===== src/rtl/vga_pkg.sv =====
// Shared video-timing definitions: standard mode constants, sync polarity
// encodings and the display-side signal bundle carried down the fetch-lead
// delay line.
package vga_pkg;

  // Sync polarity encodings for the H_POL / V_POL parameters.
  localparam int unsigned POL_ACTIVE_LOW  = 0;
  localparam int unsigned POL_ACTIVE_HIGH = 1;

  // 1024x768 @ 70 Hz (75 MHz pixel clock).
  localparam int unsigned M1024_H_VIS  = 1024;
  localparam int unsigned M1024_H_FP   = 24;
  localparam int unsigned M1024_H_SYNC = 136;
  localparam int unsigned M1024_H_BP   = 144;
  localparam int unsigned M1024_V_VIS  = 768;
  localparam int unsigned M1024_V_FP   = 3;
  localparam int unsigned M1024_V_SYNC = 6;
  localparam int unsigned M1024_V_BP   = 29;
  localparam int unsigned M1024_H_POL  = POL_ACTIVE_LOW;
  localparam int unsigned M1024_V_POL  = POL_ACTIVE_LOW;

  // 800x600 @ 60 Hz (40 MHz pixel clock).
  localparam int unsigned M800_H_VIS  = 800;
  localparam int unsigned M800_H_FP   = 40;
  localparam int unsigned M800_H_SYNC = 128;
  localparam int unsigned M800_H_BP   = 88;
  localparam int unsigned M800_V_VIS  = 600;
  localparam int unsigned M800_V_FP   = 1;
  localparam int unsigned M800_V_SYNC = 4;
  localparam int unsigned M800_V_BP   = 23;
  localparam int unsigned M800_H_POL  = POL_ACTIVE_HIGH;
  localparam int unsigned M800_V_POL  = POL_ACTIVE_HIGH;

  // 640x480 @ 60 Hz (25.175 MHz pixel clock).
  localparam int unsigned M640_H_VIS  = 640;
  localparam int unsigned M640_H_FP   = 16;
  localparam int unsigned M640_H_SYNC = 96;
  localparam int unsigned M640_H_BP   = 48;
  localparam int unsigned M640_V_VIS  = 480;
  localparam int unsigned M640_V_FP   = 10;
  localparam int unsigned M640_V_SYNC = 2;
  localparam int unsigned M640_V_BP   = 33;
  localparam int unsigned M640_H_POL  = POL_ACTIVE_LOW;
  localparam int unsigned M640_V_POL  = POL_ACTIVE_LOW;

  // Display-side signals; syncs are held active-high here and polarity is
  // applied only at the output pins.
  typedef struct packed {
    logic avr;
    logic h_sync;
    logic v_sync;
    logic line_start;
    logic frame_start;
  } disp_t;

  localparam disp_t DISP_IDLE = '0;

endpackage


===== src/rtl/vga_axis_counter.sv =====
// One timing axis: counts 0..TOTAL-1 while enabled, flags the last count
// (wrap), and decodes the visible / sync phase of the count it will hold
// after this clock so the parent can register the decode in step with it.
module vga_axis_counter #(
  parameter int unsigned TOTAL      = 16,
  parameter int unsigned VIS        = 8,
  parameter int unsigned SYNC_START = 10,
  parameter int unsigned SYNC_END   = 13,
  parameter int unsigned CW         = 4
) (
  input  logic          clk,
  input  logic          rst_n,
  input  logic          i_ce,
  output logic [CW-1:0] o_count,
  output logic          o_wrap,
  output logic          o_nxt_vis,
  output logic          o_nxt_sync
);

  localparam logic [CW-1:0] LAST   = CW'(TOTAL - 1);
  localparam logic [CW-1:0] VIS_C  = CW'(VIS);
  localparam logic [CW-1:0] SYNC_S = CW'(SYNC_START);
  localparam logic [CW-1:0] SYNC_E = CW'(SYNC_END);

  logic [CW-1:0] r_count;
  logic [CW-1:0] w_nxt;

  assign o_wrap = (r_count == LAST);

  // Next count: advance when enabled, wrapping after the last position.
  always_comb begin
    // NOTE: every always_comb output gets a default first so no path can leave it unassigned and infer a latch.
    w_nxt = r_count;
    if (i_ce) begin
      w_nxt = o_wrap ? '0 : r_count + CW'(1);
    end
  end

  // Count register with synchronous reset.
  always_ff @(posedge clk) begin
    // NOTE: sequential state uses non-blocking assignment so every register samples pre-edge values.
    if (!rst_n) r_count <= '0;
    else        r_count <= w_nxt;
  end

  assign o_count    = r_count;
  assign o_nxt_vis  = (w_nxt < VIS_C);
  assign o_nxt_sync = (w_nxt >= SYNC_S) && (w_nxt < SYNC_E);

endmodule


===== src/rtl/vga_timing_gen.sv =====
// Parametrised video timing generator. Fetch-side coordinates come straight
// from the axis counters; the display-side bundle (avr, syncs, start pulses)
// is a registered decode delayed by FETCH_LAT ce-qualified stages so the
// framebuffer read has that many pixels of lead.
module vga_timing_gen
  import vga_pkg::*;
#(
  parameter int unsigned H_VIS     = M1024_H_VIS,
  parameter int unsigned H_FP      = M1024_H_FP,
  parameter int unsigned H_SYNC    = M1024_H_SYNC,
  parameter int unsigned H_BP      = M1024_H_BP,
  parameter int unsigned V_VIS     = M1024_V_VIS,
  parameter int unsigned V_FP      = M1024_V_FP,
  parameter int unsigned V_SYNC    = M1024_V_SYNC,
  parameter int unsigned V_BP      = M1024_V_BP,
  parameter int unsigned H_POL     = M1024_H_POL,
  parameter int unsigned V_POL     = M1024_V_POL,
  parameter int unsigned FETCH_LAT = 0,
  parameter int unsigned CW        = 11
) (
  input  logic          clk,
  input  logic          rst_n,
  input  logic          ce,
  output logic          h_sync,
  output logic          v_sync,
  output logic          avr,
  output logic [CW-1:0] pixel_num,
  output logic [CW-1:0] line_num,
  output logic          fetch_avr,
  output logic          line_start,
  output logic          frame_start
);

  localparam int unsigned H_TOTAL = H_VIS + H_FP + H_SYNC + H_BP;
  localparam int unsigned V_TOTAL = V_VIS + V_FP + V_SYNC + V_BP;
  localparam logic        H_LVL   = (H_POL != 0);
  localparam logic        V_LVL   = (V_POL != 0);

  // Reject modes the counters or delay line cannot represent.
  if (CW < 1 || CW > 30 || H_TOTAL > (32'd1 << CW) || V_TOTAL > (32'd1 << CW)) begin : g_bad_cw
    $error("vga_timing_gen: CW too narrow for H_TOTAL/V_TOTAL");
  end
  if (H_FP == 0 || H_SYNC == 0 || H_BP == 0 || V_FP == 0 || V_SYNC == 0 || V_BP == 0) begin : g_bad_porch
    $error("vga_timing_gen: porch and sync widths must be non-zero");
  end
  if (FETCH_LAT > 7) begin : g_bad_lat
    $error("vga_timing_gen: FETCH_LAT must be 0..7");
  end

  logic [CW-1:0] w_hc;
  logic [CW-1:0] w_vc;
  logic          w_h_wrap;
  logic          w_v_wrap;
  logic          w_h_vis_nxt;
  logic          w_h_sync_nxt;
  logic          w_v_vis_nxt;
  logic          w_v_sync_nxt;
  logic          w_v_ce;
  disp_t         w_decode;

  // The vertical axis steps once per completed line.
  assign w_v_ce = ce & w_h_wrap;

  vga_axis_counter #(
    .TOTAL     (H_TOTAL),
    .VIS       (H_VIS),
    .SYNC_START(H_VIS + H_FP),
    .SYNC_END  (H_VIS + H_FP + H_SYNC),
    .CW        (CW)
  ) u_h_axis (
    .clk       (clk),
    .rst_n     (rst_n),
    .i_ce      (ce),
    .o_count   (w_hc),
    .o_wrap    (w_h_wrap),
    .o_nxt_vis (w_h_vis_nxt),
    .o_nxt_sync(w_h_sync_nxt)
  );

  vga_axis_counter #(
    .TOTAL     (V_TOTAL),
    .VIS       (V_VIS),
    .SYNC_START(V_VIS + V_FP),
    .SYNC_END  (V_VIS + V_FP + V_SYNC),
    .CW        (CW)
  ) u_v_axis (
    .clk       (clk),
    .rst_n     (rst_n),
    .i_ce      (w_v_ce),
    .o_count   (w_vc),
    .o_wrap    (w_v_wrap),
    .o_nxt_vis (w_v_vis_nxt),
    .o_nxt_sync(w_v_sync_nxt)
  );

  // Decode of the position the counters move to on this ce. The stage is
  // only loaded when ce=1, so "next is pixel 0" is exactly the wrap flag.
  always_comb begin
    w_decode             = DISP_IDLE;
    w_decode.avr         = w_h_vis_nxt & w_v_vis_nxt;
    w_decode.h_sync      = w_h_sync_nxt;
    w_decode.v_sync      = w_v_sync_nxt;
    w_decode.line_start  = w_h_wrap;
    w_decode.frame_start = w_h_wrap & w_v_wrap;
  end

  // Stage 0 tracks the fetch counters; stages 1..FETCH_LAT delay it by ce's.
  disp_t r_pipe [0:FETCH_LAT];

  // Registered decode plus ce-qualified fetch-lead delay line.
  always_ff @(posedge clk) begin
    if (!rst_n) begin
      // NOTE: the delay line is explicitly cleared so a restart never replays a stale or partial sync pulse.
      for (int k = 0; k <= int'(FETCH_LAT); k++) r_pipe[k] <= DISP_IDLE;
    end else if (ce) begin
      r_pipe[0] <= w_decode;
      for (int k = 1; k <= int'(FETCH_LAT); k++) r_pipe[k] <= r_pipe[k-1];
    end
  end

  assign pixel_num   = w_hc;
  assign line_num    = w_vc;
  assign fetch_avr   = r_pipe[0].avr;
  assign avr         = r_pipe[FETCH_LAT].avr;
  assign h_sync      = r_pipe[FETCH_LAT].h_sync ? H_LVL : ~H_LVL;
  assign v_sync      = r_pipe[FETCH_LAT].v_sync ? V_LVL : ~V_LVL;
  assign line_start  = r_pipe[FETCH_LAT].line_start;
  assign frame_start = r_pipe[FETCH_LAT].frame_start;

endmodule


===== config.mk =====
export PLATFORM = sky130hd
export DESIGN_NAME = vga_timing_gen
export DESIGN_NICKNAME = d
export VERILOG_FILES = /design/src/rtl/vga_pkg.sv /design/src/rtl/vga_axis_counter.sv /design/src/rtl/vga_timing_gen.sv
export SDC_FILE = /design/constraint.sdc
export NUM_CORES = 1
export LEC_CHECK = 0
export CORE_ASPECT_RATIO = 1.1
export CORE_MARGIN = 2
export CORE_UTILIZATION = 40
export CTS_CLUSTER_SIZE = 40
export DETAILED_ROUTE_END_ITERATION = 8
export GPL_TIMING_DRIVEN = 0
export PLACE_DENSITY = 0.7
export SYNTH_ARGS = -nofsm -noshare
export SYNTH_HDL_FRONTEND = slang
export SYNTH_SLANG_ARGS = --single-unit

===== constraint.sdc =====
create_clock -name clk -period 3.05 [get_ports clk]
set_input_delay 0.61 -clock clk [delete_from_list [all_inputs] [get_ports clk]]
set_output_delay 0.61 -clock clk [all_outputs]
set_load 0.05 [all_outputs]

==> flow_summary.ini <==
[power]
cellPowerDensity_nw_per_um2 = 303
vdd_ir_drop_max_mv = 0.174
leakage_nw = 0.713

[sta]
drv_slew = 0
setup_ws_ns = 0.365
worst_pin_slew_ns = 0.501
fmax_ghz = 0.372
skew_ns = 0.00479
setup_violations = 0
max_slew_margin_pct = 66.5
hold_viol = 0
grt_setup_unrepaired = no
fin_tns_setup_ns = 0
finalCriticalPeriod_ns = 2.69
fin_crit_sh_pct = 88.0

[logic_synthesis]
syn_avg_cell_area_sq_um = 8.49
ys_seq_elements = 27
synth_fp_nets = 207
synth_top_cell_by_area = dfxtp_1
dominantRegCellSynth = dfxtp_1
synth_most_common_cell = nand2_1
ys_seq_area_share_pct = 34.6
ys_warn_count = 0
async_reset_ff_share_pct = 0
yosysUniqueCellTypes = 54
syn_inst = 201
synthesis.area_sq_um = 1710
synth.top_cell.area_share_pct = 25.8
ys_top_cells_by_area = dfxtp_1 26%, edfxtp_1 8.8%, xnor2_1 6.7%
synthTopCellsByCount = 23 x nand2_1, 22 x dfxtp_1, 20 x nor2_1, 13 x xnor2_1, 9 x o21ai_0
synth_edf_count = 5

[routing]
via_per_inst = 5.42
drcViolationCount = 0
vias = 1556
dr.pass1.iters = 4
wire_per_inst_um = 13.2
drt-initial-drc-count = 112
ant_nets = 0
wl_um = 3800

[min_path]
min-delay-start = u_h_axis.o_count[1]
hold_depth = 2
min_path_type = register to register

[setup_path]
critPathSlowestCell = clkdlybuf4s50_1
critPathLaunchType = input pin
crit_path_max_fanout = 9
worstSetupEndpointType = register
crit_start = ce
crit_chain = clkdlybuf4s50_1, and4_1, buf_2, nand2_8, nor3_1, mux2_4, a2111oi_2, o2111a_1
r2r_cells = 8
rr_startpoint = u_h_axis.o_count[0]
cp.arrival_ns = 2.82
path_class = input pin to register
crit_family = buffers and inverters
max_stage_delay_ns = 0.51
path_depth = 8
cp.required_ns = 3.19
critPathBufInv = 2

[placed_design]
place_congestion = 0.860
hpwl_um = 2830
place_ws_ns = 0.0792
portBuffers = 30

[layout]
multi_input_area_sq_um = 1050
diodes = 0
final_nets = 242
seq_area_sq_um = 591
final_layout_size_suffix_gt1_share_pct = 9.79
n_fill_cell = 392
syn2layout_area_growth_pct = 24.3

[global_route]
grt_antenna_before_repair = 0
use_met3_pct = 2.33
grt_pass1_vias = 1364
grt-busiest-layer = met2
met1_usage_pct = 24.9
grt_max_degree = 17
globalRoute.totalOverflow = 0
gr-usage-met2_pct = 26.0
grt_pass1_wl_um = 6520
track_usage_pct = 17.2

[clock_tree]
cts.repair.resized = 0
cts_tree = yes
insertion_delay_ns = 0.27
cts.sinks = 27
clkTransAtPathRegs_ns = 0.10
cts_setup_buffers = 0
cts_buffer_depth = 2
htreeDepth = 1
cts_buffers = 3
postCtsHoldBufs = 0
root_buffer = clkbuf_8

[floorplanning]
num_rows = 24
floorplan.initialDensity_pct = 42.4
fp.dieW_um = 66.3
coreArea_sq_um = 4020
die_h_um = 72.5
dieArea_sq_um = 4810
ios = 31

[run_status]
outcome = complete, no violations

[flow_run]
maxCapViolCount = 0
registers in the layout, summed over array words and instances (netlist names):
signal and flops:
u_h_axis.o_count 11, u_v_axis.o_count 11, r_pipe 5
tightest hold or removal path: cells and delay by family, from the launching register on:
| kind | cells | cell delay (ns) |
|---|---|---|
| AND/OR/NAND/NOR | 1 | 0.08 |
| AO/OA/AOI/OAI | 1 | 0.07 |
| flip-flops | 1 | 0.36 |
cell families after synthesis:
group                    synth area share (%)
AO/OA/AOI/OAI                            13.5
XOR/XNOR                                 9.24
adder cells (fa/ha/maj)                  2.20
buffers and inverters                    4.11
flip-flops                               34.6
multiplexers                             1.47
AND/OR/NAND/NOR                          34.9
power by group:
part	switching (mW)	total, mW	internal (mW)
registers	0.00348	0.372	0.368
clock network	0.116	0.208	0.0927
logic	0.0413	0.0626	0.0213
total	0.161	0.643	0.482
through the flow:
| step | utilization (%) | instances | total power, mW | instance area [sq um] | hold WS [ns] |
|---|---|---|---|---|---|
| finish | 52.7 | 287 | 0.643 | 2120 | 0.547 |
| global route | 52.7 | 287 | 0.671 | 2120 | 0.599 |
| CTS | 52.7 | 287 | 0.651 | 2120 | 0.549 |
| detailed placement | 51.5 | 283 | 0.443 | 2070 | 0.531 |
| global placement | 51.5 | 283 | 0.443 | 2070 | 0.529 |
| floorplan | - | 201 | 0.421 | 1710 | 0.734 |
layout by cell type (no fill, tap or decap), types with 3 or more instances in the layout:
cell type         n
clkdlybuf4s50_1  30
clkbuf_1          5
nand4_1           8
xor2_1            5
dfxtp_1          22
nand2_1          23
ha_1              3
o21ai_0           9
nor3_1            7
nor2b_1           3
and3_1            4
inv_1             5
buf_2             5
nor4_1            5
clkbuf_8          3
nor2_1           20
nand3_1           7
a21oi_1           4
xnor2_1          13
and2_1            7
edfxtp_1          5
worst paths after layout:
kind,to,slack [ns]
max,r_pipe[0][2],0.36
max reg2reg,r_pipe[0][2],0.48
min reg2reg,u_h_axis.o_count[1],0.55
min,u_h_axis.o_count[1],0.55
layout make-up:
type | instances | area share, %
plain buffers | 11 | 2.42
clock buffers | 3 | 1.95
clock inverters | 1 | 0.354
inverters | 5 | 0.885
multi-input cells | 158 | 49.3
flip-flops and latches | 27 | 27.8
well taps | 52 | 3.07
repair buffers | 30 | 14.2
metal layers:
metal | share of wire (%) | vias up
met5 | 0 | -
met4 | 1.5 | 0
met3 | 5.6 | 6
met2 | 46 | 57
met1 | 47 | 703
li1 | - | 790
Power figures use the tool's default switching activity.
